==> config.mk <==
export PLATFORM = sky130hd
export DESIGN_NAME = core_output_arbiter
export DESIGN_NICKNAME = d
export VERILOG_FILES = /design/src/rtl/core_arb_pkg.sv /design/src/rtl/core_output_arbiter_rr_pick.sv /design/src/rtl/core_output_arbiter.sv
export SDC_FILE = /design/constraint.sdc
export NUM_CORES = 1
export LEC_CHECK = 0
export ABC_AREA = 1
export BUFFER_PORTS_ARGS = -buffer_cell sky130_fd_sc_hd__buf_2
export CAP_MARGIN = 15
export CORE_AREA = 3 3 105 107
export CTS_CLUSTER_DIAMETER = 80
export DETAILED_ROUTE_END_ITERATION = 16
export DIE_AREA = 0 0 108 110
export PLACE_DENSITY = 0.81
export REMOVE_ABC_BUFFERS = 1
export SLEW_MARGIN = 20
export SYNTH_ARGS = -nofsm -noshare
export SYNTH_HDL_FRONTEND = slang
export SYNTH_SLANG_ARGS = --single-unit
export TNS_END_PERCENT = 1
==> constraint.sdc <==
create_clock -name clk -period 6 [get_ports clk]
set_input_delay 0.6 -clock clk [delete_from_list [all_inputs] [get_ports clk]]
set_output_delay 0.6 -clock clk [all_outputs]
set_load 0.01 [all_outputs]
==> src/rtl/core_arb_pkg.sv <==
// Shared definitions for the core output arbiter: FSM state encoding and default bus widths.
package core_arb_pkg;

    localparam int unsigned BUS_W_DEF  = 24;
    localparam int unsigned CTRL_W_DEF = 25;

    localparam logic [1:0] ARB_IDLE    = 2'd0;
    localparam logic [1:0] ARB_GRANT   = 2'd1;
    localparam logic [1:0] ARB_RELEASE = 2'd2;

    typedef enum logic [1:0] {
        ST_IDLE    = ARB_IDLE,
        ST_GRANT   = ARB_GRANT,
        ST_RELEASE = ARB_RELEASE
    } arb_state_e;

endpackage

==> src/rtl/core_output_arbiter_rr_pick.sv <==
// Combinational round-robin search: first requester strictly after last_grant, wrapping at NUM_CORES-1.
module rr_pick #(
    parameter int unsigned NUM_CORES = 4
) (
    input  logic [NUM_CORES-1:0]         req,
    input  logic [$clog2(NUM_CORES)-1:0] last_grant,
    output logic [NUM_CORES-1:0]         pick_c,
    output logic                         valid_c
);

    localparam int unsigned IDX_W = $clog2(NUM_CORES);

    int unsigned idx_v;
    logic        found;

    always_comb begin
        pick_c = '0;
        found  = 1'b0;
        idx_v  = 0;
        for (int unsigned k = 1; k <= NUM_CORES; k++) begin
            idx_v = (32'(last_grant) + k) % NUM_CORES;
            if (!found && req[IDX_W'(idx_v)]) begin
                pick_c[IDX_W'(idx_v)] = 1'b1;
                found                 = 1'b1;
            end
        end
        valid_c = found;
    end

endmodule

==> src/rtl/core_output_arbiter.sv <==
// Round-robin arbiter muxing one of NUM_CORES core output channels onto a shared registered bus.
// Optional build macro ARB_TIMEOUT_EN adds a GRANT-cycle watchdog that forces release.
module core_output_arbiter
    import core_arb_pkg::*;
#(
    parameter int unsigned NUM_CORES   = 4,
    parameter int unsigned BUS_W       = BUS_W_DEF,
    parameter int unsigned CTRL_W      = CTRL_W_DEF,
    parameter int unsigned TIMEOUT_CYC = 255
) (
    input  logic                             clk,
    input  logic                             rst_n,
    input  logic [NUM_CORES-1:0]             req,
    input  logic [NUM_CORES*BUS_W-1:0]       c_bus_out,
    input  logic [NUM_CORES*CTRL_W-1:0]      c_ctrlsig_out,
    input  logic [NUM_CORES-1:0]             c_endp,
    input  logic [NUM_CORES-1:0]             c_Zout,
    output logic [BUS_W-1:0]                 bus_out,
    output logic [CTRL_W-1:0]                ctrlsig_out,
    output logic                             endp,
    output logic                             Zout,
    output logic [NUM_CORES-1:0]             grant,
    output logic [$clog2(NUM_CORES+1)-1:0]   select_core,
    output logic                             busy,
    output logic                             timeout
);

    localparam int unsigned IDX_W = $clog2(NUM_CORES);
    localparam int unsigned SEL_W = $clog2(NUM_CORES + 1);

    if (NUM_CORES < 2 || NUM_CORES > 16 || TIMEOUT_CYC < 1) begin : g_bad_cfg
        $error("core_output_arbiter: illegal parameterisation");
    end

    logic [1:0]           state_q, state_d;
    logic [NUM_CORES-1:0] grant_q, grant_d;
    logic [SEL_W-1:0]     sel_q, sel_d;
    logic [IDX_W-1:0]     gidx_q, gidx_d;
    logic [IDX_W-1:0]     last_q, last_d;
    logic [BUS_W-1:0]     bus_q, bus_d;
    logic [CTRL_W-1:0]    ctrl_q, ctrl_d;
    logic                 endp_q, endp_d;
    logic                 zout_q, zout_d;
    logic                 busy_q, busy_d;

`ifdef ARB_TIMEOUT_EN
    localparam int unsigned CNT_W = $clog2(TIMEOUT_CYC + 1);
    logic [CNT_W-1:0] cnt_q, cnt_d;
    logic             timeout_q, timeout_d;
`endif

    logic [NUM_CORES-1:0] pick_c;
    logic                 pick_valid_c;
    logic [IDX_W-1:0]     pick_idx_c;

    logic [BUS_W-1:0]  bus_arr  [NUM_CORES];
    logic [CTRL_W-1:0] ctrl_arr [NUM_CORES];

    // Unpack the flat per-core buses into indexable arrays
    for (genvar g = 0; g < NUM_CORES; g++) begin : g_slice
        assign bus_arr[g]  = c_bus_out[g*BUS_W +: BUS_W];
        assign ctrl_arr[g] = c_ctrlsig_out[g*CTRL_W +: CTRL_W];
    end

    rr_pick #(
        .NUM_CORES (NUM_CORES)
    ) u_rr_pick (
        .req        (req),
        .last_grant (last_q),
        .pick_c     (pick_c),
        .valid_c    (pick_valid_c)
    );

    always_comb begin
        pick_idx_c = '0;
        for (int unsigned i = 0; i < NUM_CORES; i++) begin
            if (pick_c[i]) begin
                pick_idx_c = IDX_W'(i);
            end
        end
    end

    // Next-state and registered-output logic; data outputs default to zero outside GRANT
    always_comb begin
        state_d = state_q;
        grant_d = grant_q;
        sel_d   = sel_q;
        gidx_d  = gidx_q;
        last_d  = last_q;
        bus_d   = '0;
        ctrl_d  = '0;
        endp_d  = 1'b0;
        zout_d  = 1'b0;
        busy_d  = 1'b0;
`ifdef ARB_TIMEOUT_EN
        cnt_d     = cnt_q;
        timeout_d = 1'b0;
`endif
        case (state_q)
            ARB_IDLE: begin
                if (pick_valid_c) begin
                    state_d = ARB_GRANT;
                    grant_d = pick_c;
                    sel_d   = SEL_W'(pick_idx_c) + SEL_W'(1);
                    gidx_d  = pick_idx_c;
                    busy_d  = 1'b1;
`ifdef ARB_TIMEOUT_EN
                    cnt_d   = '0;
`endif
                end
            end
            ARB_GRANT: begin
                bus_d  = bus_arr[gidx_q];
                ctrl_d = ctrl_arr[gidx_q];
                endp_d = c_endp[gidx_q];
                zout_d = c_Zout[gidx_q];
                busy_d = 1'b1;
                if (c_endp[gidx_q]) begin
                    state_d = ARB_RELEASE;
                    grant_d = '0;
                    sel_d   = '0;
                    busy_d  = 1'b0;
`ifdef ARB_TIMEOUT_EN
                end else if (cnt_q == CNT_W'(TIMEOUT_CYC - 1)) begin
                    state_d   = ARB_RELEASE;
                    grant_d   = '0;
                    sel_d     = '0;
                    busy_d    = 1'b0;
                    timeout_d = 1'b1;
                end else begin
                    cnt_d = cnt_q + CNT_W'(1);
`endif
                end
            end
            ARB_RELEASE: begin
                last_d  = gidx_q;
                state_d = ARB_IDLE;
            end
            default: begin
                state_d = ARB_IDLE;
                grant_d = '0;
                sel_d   = '0;
            end
        endcase
    end

    always_ff @(posedge clk or negedge rst_n) begin
        if (!rst_n) begin
            state_q <= ARB_IDLE;
            grant_q <= '0;
            sel_q   <= '0;
            gidx_q  <= '0;
            last_q  <= IDX_W'(NUM_CORES - 1);
            bus_q   <= '0;
            ctrl_q  <= '0;
            endp_q  <= 1'b0;
            zout_q  <= 1'b0;
            busy_q  <= 1'b0;
        end else begin
            state_q <= state_d;
            grant_q <= grant_d;
            sel_q   <= sel_d;
            gidx_q  <= gidx_d;
            last_q  <= last_d;
            bus_q   <= bus_d;
            ctrl_q  <= ctrl_d;
            endp_q  <= endp_d;
            zout_q  <= zout_d;
            busy_q  <= busy_d;
        end
    end

`ifdef ARB_TIMEOUT_EN
    // Watchdog counter and one-cycle timeout pulse
    always_ff @(posedge clk or negedge rst_n) begin
        if (!rst_n) begin
            cnt_q     <= '0;
            timeout_q <= 1'b0;
        end else begin
            cnt_q     <= cnt_d;
            timeout_q <= timeout_d;
        end
    end

    assign timeout = timeout_q;
`else
    assign timeout = 1'b0;
`endif

    assign bus_out     = bus_q;
    assign ctrlsig_out = ctrl_q;
    assign endp        = endp_q;
    assign Zout        = zout_q;
    assign grant       = grant_q;
    assign select_core = sel_q;
    assign busy        = busy_q;

endmodule

==> results.yml <==
floorplanning:
  ioPinCount: 270
  rows: 37
  start_util_pct: 40.36
  die_width_um: 108
  die_h_um: 110
  floorplan.die_area_sq_um: 11880
  coreArea_sq_um: 10230
sta:
  period_needed_ps: 2710
  rsz0062_at_grt: "false"
  hold_viol: 0
  skew_ps: 14.23
  slew_headroom_pct: 30.59
  fin_crit_sh_pct: 45.17
  worst_slew_pin_slew_ps: 1041
  clock.fmax_mhz: 369.0
  report.final.slew_viol_count: 0
  setup_viol: 0
  final.setup.tns_ps: 0
pwr:
  ir_worst_vdd_mv: 0.2790
  power_mw: 2.578
  power_density_nw_per_um2: 454.6
  p_leak_nw: 3.073
critical_path:
  end_kind: "register"
  crit_required_ps: 6220
  cp-start-kind: "register"
  crit_type: "reg2reg"
  worstPathMaxFanout: 53
  crit_arrival_ps: 2930
global_route:
  grt_pass1_wl_um: 19460
  grt_overflow: 0
  gr-usage-all-layers_pct: 20.40
  grt_max_degree: 105
  antenna_found_initial: 0
  grt_pass1_vias: 4089
clock_network:
  clock_sinks: 65
  cts_buffers: 9
  clkLatencyLatePin_ps: 340
  clockBufferDepth: 2
  cts-resized-gates: 0
  cts_tree: "yes"
  hold_buffers: 0
  ctsRootBufferMaster: "clkbuf_8"
  cts_setup_buffers: 0
  clk_pin_slew_ps: 80
  htreeDepth: 3
drt:
  drt_first_pass_iters: 5
  ant_nets: 0
  highest_layer: "met4"
  wl_met2_um: 6327
  dr_total_vias: 4759
  met3_wirelength_um: 1286
  drt-total-wl_um: 13120
  met1_length_um: 5258
  drtIter0Drc: 311
  viasPerCell: 4.866
  drcViolationCount: 0
  wl_per_cell_um: 13.42
place:
  finalWeightedCongestion: 0.8426
  place_hpwl_um: 9614
  dp_cells: 963
  io_buffers: 268
finish:
  finalCoreUtilization_pct: 55.42
  syn2layout_area_growth_pct: 37.33
  diodes: 0
  nNetsFinal: 1057
  nFillCells: 1044
  stdcell_count: 978
  final_layout_size_suffix_gt1_share_pct: 38.36
hold_path:
  hold_path.class: "in2async"
logic_synthesis:
  syn_area_sq_um: 4129
  yosys_register_bits: 65
  synth_area_leaders: "dfrtp_1 38%, nor2_1 19%, o21ai_0 12%"
  synth_seq_area_share_pct: 39.45
  synth_cells: 596
  synth_top_area_share_pct: 38.18
  yosys.area.top_type: "dfrtp_1"
  ys_warn_count: 0
  synth_cell_types: 31
  synth_area_per_cell_sq_um: 6.928
run_status:
  status: "finished, final reports clean"
run:
  max_cap_viol_count: 0
-- routing by layer --
metal  vias up  GRT usage (%)
li1       2413              -
met2       242          34.37
met1      2081          26.08
met4         0          5.771
met5         -              0
met3        23          5.183
-- registers in the layout, summed over array words and instances, names as in the netlist --
| signal | cells |
|---|---|
| bus_out | 24 |
| last_q | 2 |
| Zout | 1 |
| gidx_q | 2 |
| grant | 4 |
| busy | 1 |
| select_core | 3 |
| endp | 1 |
| ctrlsig_out | 25 |
| state_q | 2 |
-- final cells by class --
| cell class | instances | area [sq um] | area share (%) |
|---|---|---|---|
| timing repair buffer | 271 | 1364 | 24.05 |
| tap | 136 | 170.2 | 3.001 |
| inverter | 18 | 80.08 | 1.412 |
| clock inverter | 4 | 45.04 | 0.7944 |
| clock buffer | 11 | 131.4 | 2.317 |
| multi-input combinational | 473 | 2246 | 39.61 |
| sequential | 65 | 1634 | 28.82 |
-- synthesized netlist by cell type --
cell type / number
inv_2: 4
o21ai_0: 102
ha_1: 9
buf_6: 1
inv_1: 11
nand2_2: 12
buf_2: 10
nand4_1: 1
a32o_1: 1
dfrtp_1: 63
nor2_2: 4
clkinv_1: 1
nand2_8: 1
nand3_1: 21
buf_4: 1
nor2_1: 207
nand3_4: 3
nor2_4: 1
dfstp_2: 2
nand4_2: 1
clkbuf_1: 22
o21ai_2: 2
clkinv_4: 1
o21ai_4: 1
nand2_1: 51
conb_1: 1
nand2_4: 3
a21oi_1: 51
buf_1: 6
nand3_2: 1
inv_8: 1
-- placed cells by master (no fill, tap or decap), types with 4 or more instances in the layout --
cell type / synthesis / routed
o21ai_0: 102 / 102
dfrtp_1: 63 / 61
ha_1: 9 / 9
nand2_2: 12 / 12
a21oi_1: 51 / 51
nor2_2: 4 / 4
clkbuf_8: 0 / 9
inv_2: 4 / 4
nand3_1: 21 / 21
buf_2: 10 / 268
nor2_1: 207 / 207
inv_1: 11 / 11
nand2_1: 51 / 51
-- logic make-up after synthesis --
| kind of cell | share of synthesized area (%) |
|---|---|
| buffers and inverters | 6.151 |
| DFF | 39.45 |
| AOI/OAI and AO/OA | 19.61 |
| other | 0.09082 |
| and+or+nand+nor | 31.97 |
| adders and majority gates | 2.727 |
-- worst paths after layout --
kind | cells past startpoint | endpoint | slack (ps) | start
worst min-delay path | 2 | select_core[1] | 450 | rst_n
worst max register to register | 8 | grant[1] | 3290 | gidx_q[1]
worst max-delay path | 8 | grant[1] | 3290 | gidx_q[1]
worst min register to register | 2 | select_core[2] | 480 | select_core[2]
min in group clk | 2 | select_core[2] | 480 | select_core[2]
max in group asynchronous | 2 | gidx_q[0] | 4920 | rst_n
-- critical path, stage by stage (launching register included) --
cell      delay [ps]
dfrtp_2         1000
inv_2            660
a32o_1           510
nand2_1           70
nand2_1           80
nand2_4           90
clkinv_4          70
nand2_1           60
nand2_1           50
-- power breakdown --
part / internal [mW] / leakage (nW) / switching [mW]
Sequential: 0.599 / 0.843 / 0.198
Clock: 0.188 / 0.0929 / 0.163
Combinational: 0.538 / 2.14 / 0.891
-- metrics by stage --
step | hold WS (ps) | instance area [sq um] | setup WS (ps)
global route | 505.6 | 5670 | 3051
finish | 450.1 | 5670 | 3290
CTS | 469.1 | 5670 | 3313
floorplan | 304.4 | 3955 | 2361
detailed placement | 464.3 | 5494 | 3247
global placement | 454.2 | 5494 | 3295
Power figures use the tool's default switching activity.
